<file path="src/rtl/dram_cmd_issuer_pkg.sv">
// Shared types and default DDR5 timing for the closed-page command issuer.
// Address layout is MSB-first: row, col_high, bank, bank_group, channel, col_low, byte_sel.
package dram_cmd_issuer_pkg;

   typedef enum logic [1:0] {
      ACT = 2'd0,
      RD  = 2'd1,
      WR  = 2'd2,
      PRE = 2'd3
   } dram_cmd_e;

   typedef struct packed {
      logic [15:0] row;
      logic [5:0]  col_high;
      logic [1:0]  bank;
      logic [2:0]  bank_group;
      logic        channel;
      logic [3:0]  col_low;
      logic [1:0]  byte_sel;
   } add_map;

   localparam int unsigned T_RCD_DEF    = 39;
   localparam int unsigned T_RD2PRE_DEF = 18;
   localparam int unsigned T_WR2PRE_DEF = 76;
   localparam int unsigned T_RP_DEF     = 39;
   localparam int unsigned TS_W_DEF     = 64;

   localparam logic [1:0] OP_WRITE = 2'd1;

   // Bits needed to hold the largest (T-1) timer load value.
   function automatic int unsigned tmr_width(input int unsigned a, input int unsigned b,
                                             input int unsigned c, input int unsigned d);
      int unsigned m;
      m = a;
      if (b > m) m = b;
      if (c > m) m = c;
      if (d > m) m = d;
      return (m < 2) ? 1 : $clog2(m);
   endfunction

endpackage

</file>
<file path="src/rtl/dram_cmd_issuer_wait_timer.sv">
// Loadable down-counter; done_o flags the cycle whose decrement lands on zero,
// so the state after the wait starts exactly T cycles after the load.
module wait_timer #(
   parameter int unsigned W = 8
) (
   input  logic         clk,
   input  logic         rst_n,
   input  logic         load_i,
   input  logic [W-1:0] load_val_i,
   input  logic         dec_i,
   output logic         done_o
);

   logic [W-1:0] cnt_q, cnt_d;

   always_comb begin
      cnt_d = cnt_q;
      if (load_i)
         cnt_d = load_val_i;
      else if (dec_i && (cnt_q != '0))
         cnt_d = cnt_q - 1'b1;
   end

   always_ff @(posedge clk) begin
      if (!rst_n)
         cnt_q <= '0;
      else
         cnt_q <= cnt_d;
   end

   assign done_o = (cnt_q <= W'(1));

endmodule

</file>
<file path="src/rtl/dram_cmd_issuer.sv">
// Closed-page DDR5 command issuer: ACT, RD/WR, PRE per request, each tagged with
// the free-running DRAM-cycle timestamp; tRCD / rd,wr-to-pre / tRP spacing enforced.
module dram_cmd_issuer
   import dram_cmd_issuer_pkg::*;
#(
   parameter int unsigned T_RCD    = T_RCD_DEF,
   parameter int unsigned T_RD2PRE = T_RD2PRE_DEF,
   parameter int unsigned T_WR2PRE = T_WR2PRE_DEF,
   parameter int unsigned T_RP     = T_RP_DEF,
   parameter int unsigned TS_W     = TS_W_DEF
) (
   input  logic            clk,
   input  logic            rst_n,
   input  logic            req_valid,
   output logic            req_ready,
   input  logic [1:0]      req_op,
   input  add_map          req_add,
   output logic            cmd_valid,
   input  logic            cmd_ready,
   output dram_cmd_e       cmd_type,
   output logic [2:0]      cmd_bg,
   output logic [1:0]      cmd_bank,
   output logic [15:0]     cmd_row,
   output logic [9:0]      cmd_col,
   output logic [TS_W-1:0] cmd_time
);

   localparam int unsigned TMR_W = tmr_width(T_RCD, T_RD2PRE, T_WR2PRE, T_RP);
   localparam logic [TMR_W-1:0] LD_RCD    = TMR_W'(T_RCD - 1);
   localparam logic [TMR_W-1:0] LD_RD2PRE = TMR_W'(T_RD2PRE - 1);
   localparam logic [TMR_W-1:0] LD_WR2PRE = TMR_W'(T_WR2PRE - 1);
   localparam logic [TMR_W-1:0] LD_RP     = TMR_W'(T_RP - 1);

   typedef enum logic [2:0] {
      S_IDLE, S_ACT, S_WAIT_RCD, S_COL, S_WAIT_PRE, S_PRE, S_WAIT_RP
   } state_e;

   state_e            state_q, state_d;
   add_map            add_q, add_d;
   logic [1:0]        op_q, op_d;
   logic [TS_W-1:0]   time_q, time_d;
   logic              is_wr;
   logic              col_skip;
   logic              tmr_load, tmr_dec, tmr_done;
   logic [TMR_W-1:0]  tmr_val;

   assign is_wr    = (op_q == OP_WRITE);
   // A wait of one cycle has no WAIT state: the next command follows the accept directly.
   assign col_skip = is_wr ? (T_WR2PRE == 1) : (T_RD2PRE == 1);

   always_ff @(posedge clk) begin
      if (!rst_n)
         state_q <= S_IDLE;
      else
         state_q <= state_d;
   end

   always_comb begin
      state_d = state_q;
      unique case (state_q)
         S_IDLE:     if (req_valid && req_ready) state_d = S_ACT;
         S_ACT:      if (cmd_ready) state_d = (T_RCD == 1) ? S_COL : S_WAIT_RCD;
         S_WAIT_RCD: if (tmr_done) state_d = S_COL;
         S_COL:      if (cmd_ready) state_d = col_skip ? S_PRE : S_WAIT_PRE;
         S_WAIT_PRE: if (tmr_done) state_d = S_PRE;
         S_PRE:      if (cmd_ready) state_d = (T_RP == 1) ? S_IDLE : S_WAIT_RP;
         S_WAIT_RP:  if (tmr_done) state_d = S_IDLE;
         default:    state_d = S_IDLE;
      endcase
   end

   always_comb begin
      req_ready = rst_n && (state_q == S_IDLE);
      cmd_valid = 1'b0;
      cmd_type  = ACT;
      tmr_load  = 1'b0;
      tmr_val   = LD_RCD;
      tmr_dec   = 1'b0;
      unique case (state_q)
         S_ACT: begin
            cmd_valid = 1'b1;
            tmr_load  = cmd_ready;
         end
         S_COL: begin
            cmd_valid = 1'b1;
            cmd_type  = is_wr ? WR : RD;
            tmr_load  = cmd_ready;
            tmr_val   = is_wr ? LD_WR2PRE : LD_RD2PRE;
         end
         S_PRE: begin
            cmd_valid = 1'b1;
            cmd_type  = PRE;
            tmr_load  = cmd_ready;
            tmr_val   = LD_RP;
         end
         S_WAIT_RCD, S_WAIT_PRE, S_WAIT_RP: tmr_dec = 1'b1;
         default: ;
      endcase
   end

   always_comb begin
      add_d  = add_q;
      op_d   = op_q;
      time_d = time_q + 1'b1;
      if (req_valid && req_ready) begin
         add_d = req_add;
         op_d  = req_op;
      end
   end

   always_ff @(posedge clk) begin
      if (!rst_n) begin
         add_q  <= '0;
         op_q   <= '0;
         time_q <= '0;
      end else begin
         add_q  <= add_d;
         op_q   <= op_d;
         time_q <= time_d;
      end
   end

   wait_timer #(.W(TMR_W)) u_timer (
      .clk        (clk),
      .rst_n      (rst_n),
      .load_i     (tmr_load),
      .load_val_i (tmr_val),
      .dec_i      (tmr_dec),
      .done_o     (tmr_done)
   );

   assign cmd_bg   = add_q.bank_group;
   assign cmd_bank = add_q.bank;
   assign cmd_row  = add_q.row;
   assign cmd_col  = {add_q.col_high, add_q.col_low};
   assign cmd_time = time_q;

   // channel and byte_sel select nothing inside a single-channel command stream.
   logic unused_add;
   assign unused_add = ^{add_q.channel, add_q.byte_sel};

endmodule

</file>
<file path="config.mk">
export PLATFORM = sky130hd
export DESIGN_NAME = dram_cmd_issuer
export DESIGN_NICKNAME = d
export VERILOG_FILES = /design/src/rtl/dram_cmd_issuer_pkg.sv /design/src/rtl/dram_cmd_issuer_wait_timer.sv /design/src/rtl/dram_cmd_issuer.sv
export SDC_FILE = /design/constraint.sdc
export NUM_CORES = 1
export LEC_CHECK = 0
export ABC_AREA = 1
export BUFFER_PORTS_ARGS = -buffer_cell sky130_fd_sc_hd__buf_2
export CORE_ASPECT_RATIO = 1.75
export CORE_MARGIN = 1
export CORE_UTILIZATION = 58
export CTS_CLUSTER_DIAMETER = 50
export DETAILED_ROUTE_END_ITERATION = 10
export PLACE_DENSITY = 0.92
export RECOVER_POWER = 100
export SLEW_MARGIN = 0
export SYNTH_ARGS = -nofsm -noshare
export SYNTH_HDL_FRONTEND = slang
export SYNTH_SLANG_ARGS = --single-unit
</file>
<file path="constraint.sdc">
create_clock -name clk -period 4.7 [get_ports clk]
set_input_delay 0.235 -clock clk [delete_from_list [all_inputs] [get_ports clk]]
set_output_delay 0.235 -clock clk [all_outputs]
set_load 0.03 [all_outputs]
</file>
## Yosys cells after proc, flatten, opt, wreduce, memory -nomap -nowiden

Cells that the tools add are included.

- Flip-flop bits (word level): 107
- Bits of input ports: 40

- $add $sub $neg: 2
- Order comparisons: 1
- Equal/unequal tests: 14
- Muxes and demuxes: 17
- Reduce and logical (&&, ||, !) cells: 9

Operators by type and width:

| cell | count |
|---|---|
| 64-bit by 1-bit adder with 64-bit output, second input constant | 1 |
| 7-bit 2-to-1 mux | 4 |
| 3-bit 2-to-1 mux | 7 |
| 3-bit one-hot mux with 7 select lines | 1 |
| 2-bit inequality test, second input constant | 6 |
| 3-bit equality test, second input constant | 3 |
| 7-bit by 1-bit <= comparator with 1-bit output, second input constant | 1 |
| 7-bit AND reduction | 1 |
| 7-bit nonzero test | 1 |
| 7-bit by 1-bit subtractor with 7-bit output, second input constant | 1 |
| 3-bit by 2-bit equality test with 1-bit output, second input constant | 2 |
| 3-bit OR reduction | 2 |
| 2-bit one-hot mux with 2 select lines | 1 |
| 3-bit by 1-bit equality test with 1-bit output, second input constant | 1 |
| 1-bit logical AND | 3 |
| 3-bit zero test | 1 |
| 1-bit 2-to-1 mux | 3 |
| 2-bit by 1-bit equality test with 1-bit output, second input constant | 1 |
| 2-bit 2-to-1 mux | 1 |
| 2-bit by 1-bit inequality test with 1-bit output, second input constant | 1 |
| 2-bit nonzero test | 1 |

## Logic depth before layout (Yosys ltp)

Gate-level depths: netlist of the first run.

- Depth after elaboration: 6
- Mapped depth: 10
- Gate-level depth less buffers: 10

## By module

A second synthesis of the first run with hierarchy kept.

- Cell total of the unflattened synthesis: 858
- Area, all modules: 5557.8 um^2

Modules (own cells, without submodules):

| module | instances | cells each | area each (um^2) | seq. area each (um^2) |
|---|---|---|---|---|
| dram_cmd_issuer | 1 | 779 | 4988.5 | 2001.9 |
| wait_timer | 1 | 79 | 569.3 | 140.1 |

## Worst setup path before layout of the first run

Ideal clock, no wire load.

- Kind: flip-flop to flip-flop
- Start: register time_q[0] (netlist: cmd_time[0])
- End: register time_q[56] (netlist: cmd_time[56])
- Data arrival time: 1.733 ns
- Data required time: 4.584 ns
- Slack: 2.851 ns
- Stages on the path, launching flop included: 11
- Clock period less this slack: 1.849 ns
- Cell sequence: dfxtp_1 ha_1 nand2_2 nor2_4 nand2_2 nor2_4 nand2_2 nor2_2 nand3_1 nand2_1 nor2_1

- Longest elaborated chain between the ends: 1

Ends and longest elaborated chain:

| element | RTL line | RTL |
|---|---|---|
| start, declared | dram_cmd_issuer.sv:41 | `logic [TS_W-1:0] time_q, time_d;` |
| start signal, assigned | dram_cmd_issuer.sv:119 | `time_q <= time_d;` |
| 64-bit by 1-bit adder with 64-bit output | dram_cmd_issuer.sv:104 | `time_d = time_q + 1'b1;` |

Every way passes these cells.
A chain may end at the register's enable or synchronous reset.

## Worst setup path in the final report of the first run

- Start: input port rst_n
- End: output port req_ready

- Longest elaborated chain between the ends: 1

Ends and longest elaborated chain:

| element | RTL line | RTL |
|---|---|---|
| start, declared | dram_cmd_issuer.sv:13 | `input logic rst_n,` |
| 1-bit logical AND | dram_cmd_issuer.sv:73 | `req_ready = rst_n && (state_q == S_IDLE);` |
| end, declared | dram_cmd_issuer.sv:15 | `output logic req_ready,` |

Every way passes these cells.

==> impl_metrics.env, run 1 <==
export IMPL_drcViolationCount=0
export IMPL_required_ns=4.47
export IMPL_drt_iter0_markers=378
export IMPL_setup_viol=0
export IMPL_p_per_area_mw_per_mm2=389
export IMPL_drive_gt1_share_pct=8.69
export IMPL_instances_no_fill=1121
export IMPL_place_gp_congestion=1.01
export IMPL_grt_overflow_total=0
export IMPL_synth_distinct_cells=29
export IMPL_synth_nets=911
export IMPL_core_area_mm2=0.00921
export IMPL_start_util_pct=60.3
export IMPL_whs_path_depth=3
export IMPL_tritoncts="built"
export IMPL_cap_violations=1
export IMPL_cts_root_buf="clkbuf_16"
export IMPL_synth_largest_area_cell="dfxtp_1"
export IMPL_nets=1041
export IMPL_rsz0062_at_grt="no"
export IMPL_crit_cells=6
export IMPL_grt_pass1_vias=5728
export IMPL_netlist_area_mm2=0.00556
export IMPL_post_route_period_util_pct=73.4
export IMPL_fin_crit_ns=3.45
export IMPL_hold_viol=0
export IMPL_ys_ff_latch=107
export IMPL_clkTransAtPathRegs_ns=0.07
export IMPL_crit_fanout=55
export IMPL_tightest_slew_ns=2.64
export IMPL_grt_max_degree=56
export IMPL_grt_usage_pct=32.5
export IMPL_ioPinCount=139
export IMPL_cts_sinks=107
export IMPL_post_route_util_pct=70.1
export IMPL_synth_top_family_by_area="simple AND/OR/NAND/NOR gates"
export IMPL_die_w_um=76.0
export IMPL_cts_buffers=9
export IMPL_synthToLayoutAreaGrowth_pct=16.2
export IMPL_hold_path_class="in2reg"
export IMPL_ys_seq_area_share_pct=38.5
export IMPL_outcome="finished, violations left"
export IMPL_p_leak_uw=0.00212
export IMPL_violations="max-capacitance violations, max-slew violations"
export IMPL_vias=6119
export IMPL_drtPass1Iterations=5
export IMPL_syn_avg_cell_area_um2=6.41
export IMPL_die_h_um=131
export IMPL_yosys_mux_area_fraction_pct=0
export IMPL_slew_headroom_pct=-75.8
export IMPL_synth_simple_area_share_pct=39.7
export IMPL_vias_per_cell=5.46
export IMPL_cp_common_cell="clkbuf_1"
export IMPL_cp_arrival_ns=3.22
export IMPL_synthTopCellsByArea="dfxtp_1 39%, nand2_1 18%, nor2_1 9.8%"
export IMPL_startpoint_type="input port"
export IMPL_vdd_ir_drop_max_mv=0.339
export IMPL_antenna_found_initial=0
export IMPL_clkLatencyLatePin_ns=0.35
export IMPL_syn_inst=867
export IMPL_placed_cells=1106
export IMPL_post_cts_buffers=0
export IMPL_diodes=0
export IMPL_path_buf_inv=5
export IMPL_htreeDepth=3
export IMPL_synth_warnings=0
export IMPL_worst_path_max_delay_cell="clkbuf_1"
export IMPL_synth_fa_ha_area_share_pct=0.901
export IMPL_fin_skew_ns=0.00516
export IMPL_synth_top_area_share_pct=38.5
export IMPL_cts_resized=0
export IMPL_cpLargestDelayFamily="buffers and inverters"
export IMPL_synth_compound_area_share_pct=12.2
export IMPL_wl_per_cell_um=14.3
export IMPL_rows=46
export IMPL_reg2regPathDepth=5
export IMPL_die_area_mm2=0.00999
export IMPL_clock_path_buffers=2
export IMPL_slowest_delay_ns=1.89
export IMPL_slew_violations=56
export IMPL_fmax_mhz=290
export IMPL_detail_route_antenna_nets=0
export IMPL_path_class="in2out"
export IMPL_setup_tns_ns=0
export IMPL_wl_um=16000
export IMPL_cts_hold_buf=0
export IMPL_grt_first_pass_wirelength_um=25600
export IMPL_critical_path_cell_chain="buf_2 -> buf_4 -> clkinv_1 -> clkbuf_1 -> nor2_1 -> clkbuf_1"
export IMPL_numPortBuffers=135
export IMPL_place_hpwl_um=12000
export IMPL_synth_xor_area_share_pct=2.05
export IMPL_worst_setup_path_end_kind="primary output"
cells in the final DEF, fill, tap and decap left out, drive strengths merged, types with 2 or more instances in the layout:
cell    instances
inv            75
clkbuf        112
nand4          15
o21ai          68
ha              4
nor2          172
nor3b           2
dfxtp         107
nand3          31
buf            37
a21oi          57
nor3            6
xnor2           2
o31ai           4
clkinv          3
nand2         284
xor2           11
or2             7
per-layer routing:
metal / share of wire (%) / track usage, % / up-vias / wire (um)
met5: 0 / 0 / - / 0
met2: 49 / 59.4 / 314 / 7890
met1: 36 / 32.0 / 2690 / 5750
met4: 7.9 / 22.9 / 0 / 1270
met3: 6.9 / 6.81 / 99 / 1110
li1: - / - / 3016 / -
kinds of logic (layout without fill, tap and decap cells):
kind of cell / Yosys count / count (layout)
XOR/XNOR: 13 / 13
AO/OA/AOI/OAI: 132 / 132
buffers and inverters: 94 / 228
AND/OR/NAND/NOR: 517 / 517
flip-flops: 107 / 107
adder cells (fa/ha/maj): 4 / 4
report_power, final:
part	total (uW)	internal [uW]	leakage, uW	switching, uW
clock network	769	439	0.000152	330
registers	1080	1010	0.000869	74.1
logic	656	192	0.00110	464
state kept, by name (all words and copies together) (netlist names):
name / cells
cmd_time: 64
cmd_row: 16
cmd_col: 10
u_timer.cnt_q: 7
cmd_bg: 3
state_q: 3
cmd_bank: 2
op_q: 2
per-stage QoR:
stage                     area, um^2  power [uW]  setup WS [ns]  hold WS (ns)
after floorplan                 5560        1590           2.85         0.348
after global placement          6330        1740           2.19         0.430
after detailed placement        6330        1760           2.14         0.439
after CTS                       6630        2530           2.53        0.0725
after global routing            6450        2640           1.13        0.0819
final                           6450        2510           1.25        0.0820
layout make-up:
type	count	area, um^2
fillers	866	2750
multi-input cells	666	3010
clock buffers	11	253
clock inverters	4	48.8
repair buffers	138	567
inverters	75	282
well taps	120	150
flip-flops and latches	107	2140
final timing paths:
check	slack [ns]	startpoint	end
max	1.25	rst_n	req_ready
min	0.08	req_add[14]	cmd_col[6]$_SDFFE_PN0P_
max reg2reg	1.94	state_q[1]$_SDFFE_PN0P_	cmd_col[4]$_SDFFE_PN0P_
min reg2reg	0.47	cmd_col[9]$_SDFFE_PN0P_	cmd_col[9]$_SDFFE_PN0P_
worst reg2reg max path, stage by stage (launching register included):
cell and delay (ns):
dfxtp_1 0.33, inv_1 0.13, nand3_1 0.20, nor3b_4 0.81, clkbuf_1 0.91, o21ai_0 0.22
synthesized netlist by cell type:
master / count
o211ai_1: 1
nand4_1: 15
buf_2: 4
nor3b_2: 1
dfxtp_1: 107
nand3_2: 1
nor2_4: 10
xnor2_1: 2
a21oi_1: 57
nor2_2: 17
nand2_1: 272
buf_4: 2
inv_2: 1
nor3_1: 6
xor2_1: 11
nor3b_1: 1
nand2_2: 12
o21bai_1: 1
clkbuf_1: 10
nor2_1: 145
o21ai_0: 66
ha_1: 4
buf_1: 3
o31ai_1: 4
o21ai_1: 2
nand3_1: 30
o21a_1: 1
or2_0: 7
inv_1: 74
(Power assumes the default switching activity.)
==> run 2: changes to the inputs <==
ABC_AREA = 0   (was 1)
CORE_UTILIZATION = 47   (was 58)
PLACE_DENSITY = 0.83   (was 0.92)
clock period = 3.1 ns   (was 4.7 ns; I/O delays follow)
==> run 2 against run 1 <==
Net effect:
- the run ends with design-rule violations, max-capacitance violations, max-slew violations left
- cell count shrank 24%
- hold slack lost 0.069 ns
- synthesized cell count shrank 33%
- highest routed layer unchanged
==> impl_metrics.env, run 2 <==
export IMPL_seq_power_share_pct=48.1
export IMPL_synth_nets=629
export IMPL_reg2regPathDepth=6
export IMPL_tightest_slew_ns=1.97
export IMPL_die_w_um=77.9
export IMPL_diodes=0
export IMPL_fmax_mhz=393
export IMPL_slew_violations=47
export IMPL_synth_warnings=0
export IMPL_drive_gt1_share_pct=9.58
export IMPL_setup_viol=0
export IMPL_synth_largest_area_cell="dfxtp_1"
export IMPL_cp_arrival_ns=2.81
export IMPL_synth_distinct_cells=43
export IMPL_worstHoldEndpoint="cmd_col[0]$_SDFFE_PN0P_"
export IMPL_ys_seq_area_share_pct=45.3
export IMPL_vias_per_cell=5.56
export IMPL_worst_setup_path_end_kind="flip-flop"
export IMPL_largest_reg_flops=64
export IMPL_fin_crit_ns=2.54
export IMPL_power_frac_comb_pct=11.1
export IMPL_startpoint_type="flip-flop"
export IMPL_die_h_um=135
export IMPL_synth_edf_count=0
export IMPL_detail_route_antenna_nets=0
export IMPL_tritoncts="built"
export IMPL_ys_async_sr_fraction_pct=0
export IMPL_drt_iter0_markers=182
export IMPL_cts_sinks=107
export IMPL_ioPinCount=139
export IMPL_path_class="reg2reg"
export IMPL_grt_pass1_vias=4517
export IMPL_hold_viol=0
export IMPL_synth_top_area_share_pct=45.3
export IMPL_swShare_pct=26.5
export IMPL_htreeDepth=3
export IMPL_clock_path_buffers=2
export IMPL_worstReg2RegStart="cmd_time[0]$_SDFF_PN0_"
export IMPL_rows=48
export IMPL_netlist_area_mm2=0.00473
export IMPL_wl_um=12200
export IMPL_grt_first_pass_wirelength_um=19800
export IMPL_whs_path_depth=3
export IMPL_violations="design-rule violations, max-capacitance violations, max-slew violations"
export IMPL_ys_ff_latch=107
export IMPL_post_route_period_util_pct=82.1
export IMPL_start_util_pct=48.0
export IMPL_r2r_slack_ns=0.56
export IMPL_vias=4761
export IMPL_synthToLayoutAreaGrowth_pct=23.6
export IMPL_cts_buffers=9
export IMPL_yosys_most_used_dff="dfxtp_1"
export IMPL_slew_headroom_pct=-31.6
export IMPL_yosys_cell_count_top_type="dfxtp_1"
export IMPL_fill_cells=948
export IMPL_r2r_end="cmd_time[58]$_SDFF_PN0_"
export IMPL_antenna_found_initial=0
export IMPL_clkLatencyLatePin_ns=0.34
export IMPL_die_area_mm2=0.0105
export IMPL_place_hpwl_um=8760
export IMPL_fin_skew_ns=0.00934
export IMPL_hold_path_class="in2reg"
export IMPL_crit_fanout=9
export IMPL_setup_tns_ns=0
export IMPL_cap_violations=1
export IMPL_mostFrequentLayoutCells="107 x dfxtp_1, 100 x clkbuf_1, 99 x nand2_1, 52 x nor2_1, 40 x o21ai_0"
export IMPL_hold_slack_ns=0.0135
export IMPL_core_area_mm2=0.00985
export IMPL_vdd_ir_drop_max_mv=0.347
export IMPL_drcViolationCount=1
export IMPL_cts_root_buf="clkbuf_16"
export IMPL_synthTopCellsByArea="dfxtp_1 45%, nand2_1 7.9%, xor2_1 4.3%"
export IMPL_clkPwrFrac_pct=40.8
export IMPL_outcome="finished, violations left"
export IMPL_hold_path_startpoint="req_add[2]"
export IMPL_synthTopCellsByCount="107 x dfxtp_1, 99 x nand2_1, 52 x nor2_1"
export IMPL_p_per_area_mw_per_mm2=526
export IMPL_grt_overflow_total=0
export IMPL_clkTransAtPathRegs_ns=0.07
export IMPL_grt_max_degree=67
export IMPL_wl_per_cell_um=14.3
export IMPL_numPortBuffers=135
export IMPL_syn_avg_cell_area_um2=8.09
export IMPL_rsz0062_at_grt="no"
export IMPL_drtPass1Iterations=8
export IMPL_layout_commonest_cell="dfxtp_1"
export IMPL_nets=770
export IMPL_syn_inst=585
export IMPL_grt_usage_pct=23.3
export IMPL_p_sw_uw=817
export IMPL_p_int_uw=2260
export IMPL_place_gp_congestion=0.901
export IMPL_p_leak_uw=0.00201
export IMPL_required_ns=3.37
==> run 2: area by class of cell <==
type	instances	area [um^2]	area share, %
Clock buffer	9	225	3.85
Clock inverter	7	108	1.84
Inverter	10	37.5	0.642
Multi-Input combinational cell	441	2440	41.8
Sequential cell	107	2140	36.6
Tap cell	125	156	2.67
Timing Repair Buffer	157	738	12.6
==> run 2: per-stage QoR <==
| stage | utilization, % | std cells | setup WS (ns) | instance area, um^2 | total power [uW] |
|---|---|---|---|---|---|
| after global placement | 56.4 | 830 | 0.608 | 5550 | 1840 |
| after global routing | 59.4 | 856 | 0.326 | 5850 | 3200 |
| after CTS | 60.8 | 856 | 0.540 | 5980 | 3120 |
| final | 59.4 | 856 | 0.555 | 5850 | 3080 |
| after floorplan | - | 585 | 0.641 | 4730 | 1750 |
| after detailed placement | 56.4 | 830 | 0.552 | 5550 | 1850 |
==> run 2: kinds of logic after synthesis <==
group	Yosys count	share of synthesized area [%]
xor+xnor	32	5.92
simple gates	290	30.8
compound gates	112	13.3
flops	107	45.3
mux	3	0.635
buf+inv	37	2.99
fa+ha+maj	4	1.06
==> run 2: what timing repair did <==
action                                  CTS  global route
gates resized for setup                   0             0
buffers inserted                          0             0
endpoints found under the hold margin    10             0
endpoints found under the setup margin    0             0
hold buffers                             10             0
==> run 2: power groups by stage <==
stage,registers (uW),logic (uW),clock network (uW)
global route,1490,373,1330
finish,1480,343,1260
detailed placement,1510,344,0
CTS,1480,355,1280
global placement,1510,333,0
floorplan,1580,168,0
==> run 2: layer usage <==
metal	track usage [%]	vias to the layer above	routed length, um
li1	-	2351	-
met2	43.0	186	6420
met1	24.2	2185	4670
met3	4.12	39	726
met5	0	-	0
met4	13.4	0	416
==> run 2: worst max path at each step <==
stage	depth (start not counted)	start	endpoint	slack (ns)
floorplan	8	cmd_time[0]$_SDFF_PN0_	cmd_time[58]$_SDFF_PN0_	0.64
global placement	6	cmd_time[0]$_SDFF_PN0_	cmd_time[58]$_SDFF_PN0_	0.61
detailed placement	6	cmd_time[0]$_SDFF_PN0_	cmd_time[58]$_SDFF_PN0_	0.55
CTS	6	cmd_time[0]$_SDFF_PN0_	cmd_time[58]$_SDFF_PN0_	0.54
global route	5	rst_n	u_timer.cnt_q[6]$_SDFFE_PN0P_	0.33
finish	6	cmd_time[0]$_SDFF_PN0_	cmd_time[58]$_SDFF_PN0_	0.56
==> run 2: worst max-delay path, cell delays in order, from the launching register on <==
cell	delay (ns)
dfxtp_1	0.42
ha_1	0.29
inv_1	0.13
or4_1	0.58
nand4bb_1	0.44
or3_1	0.47
a21oi_1	0.14
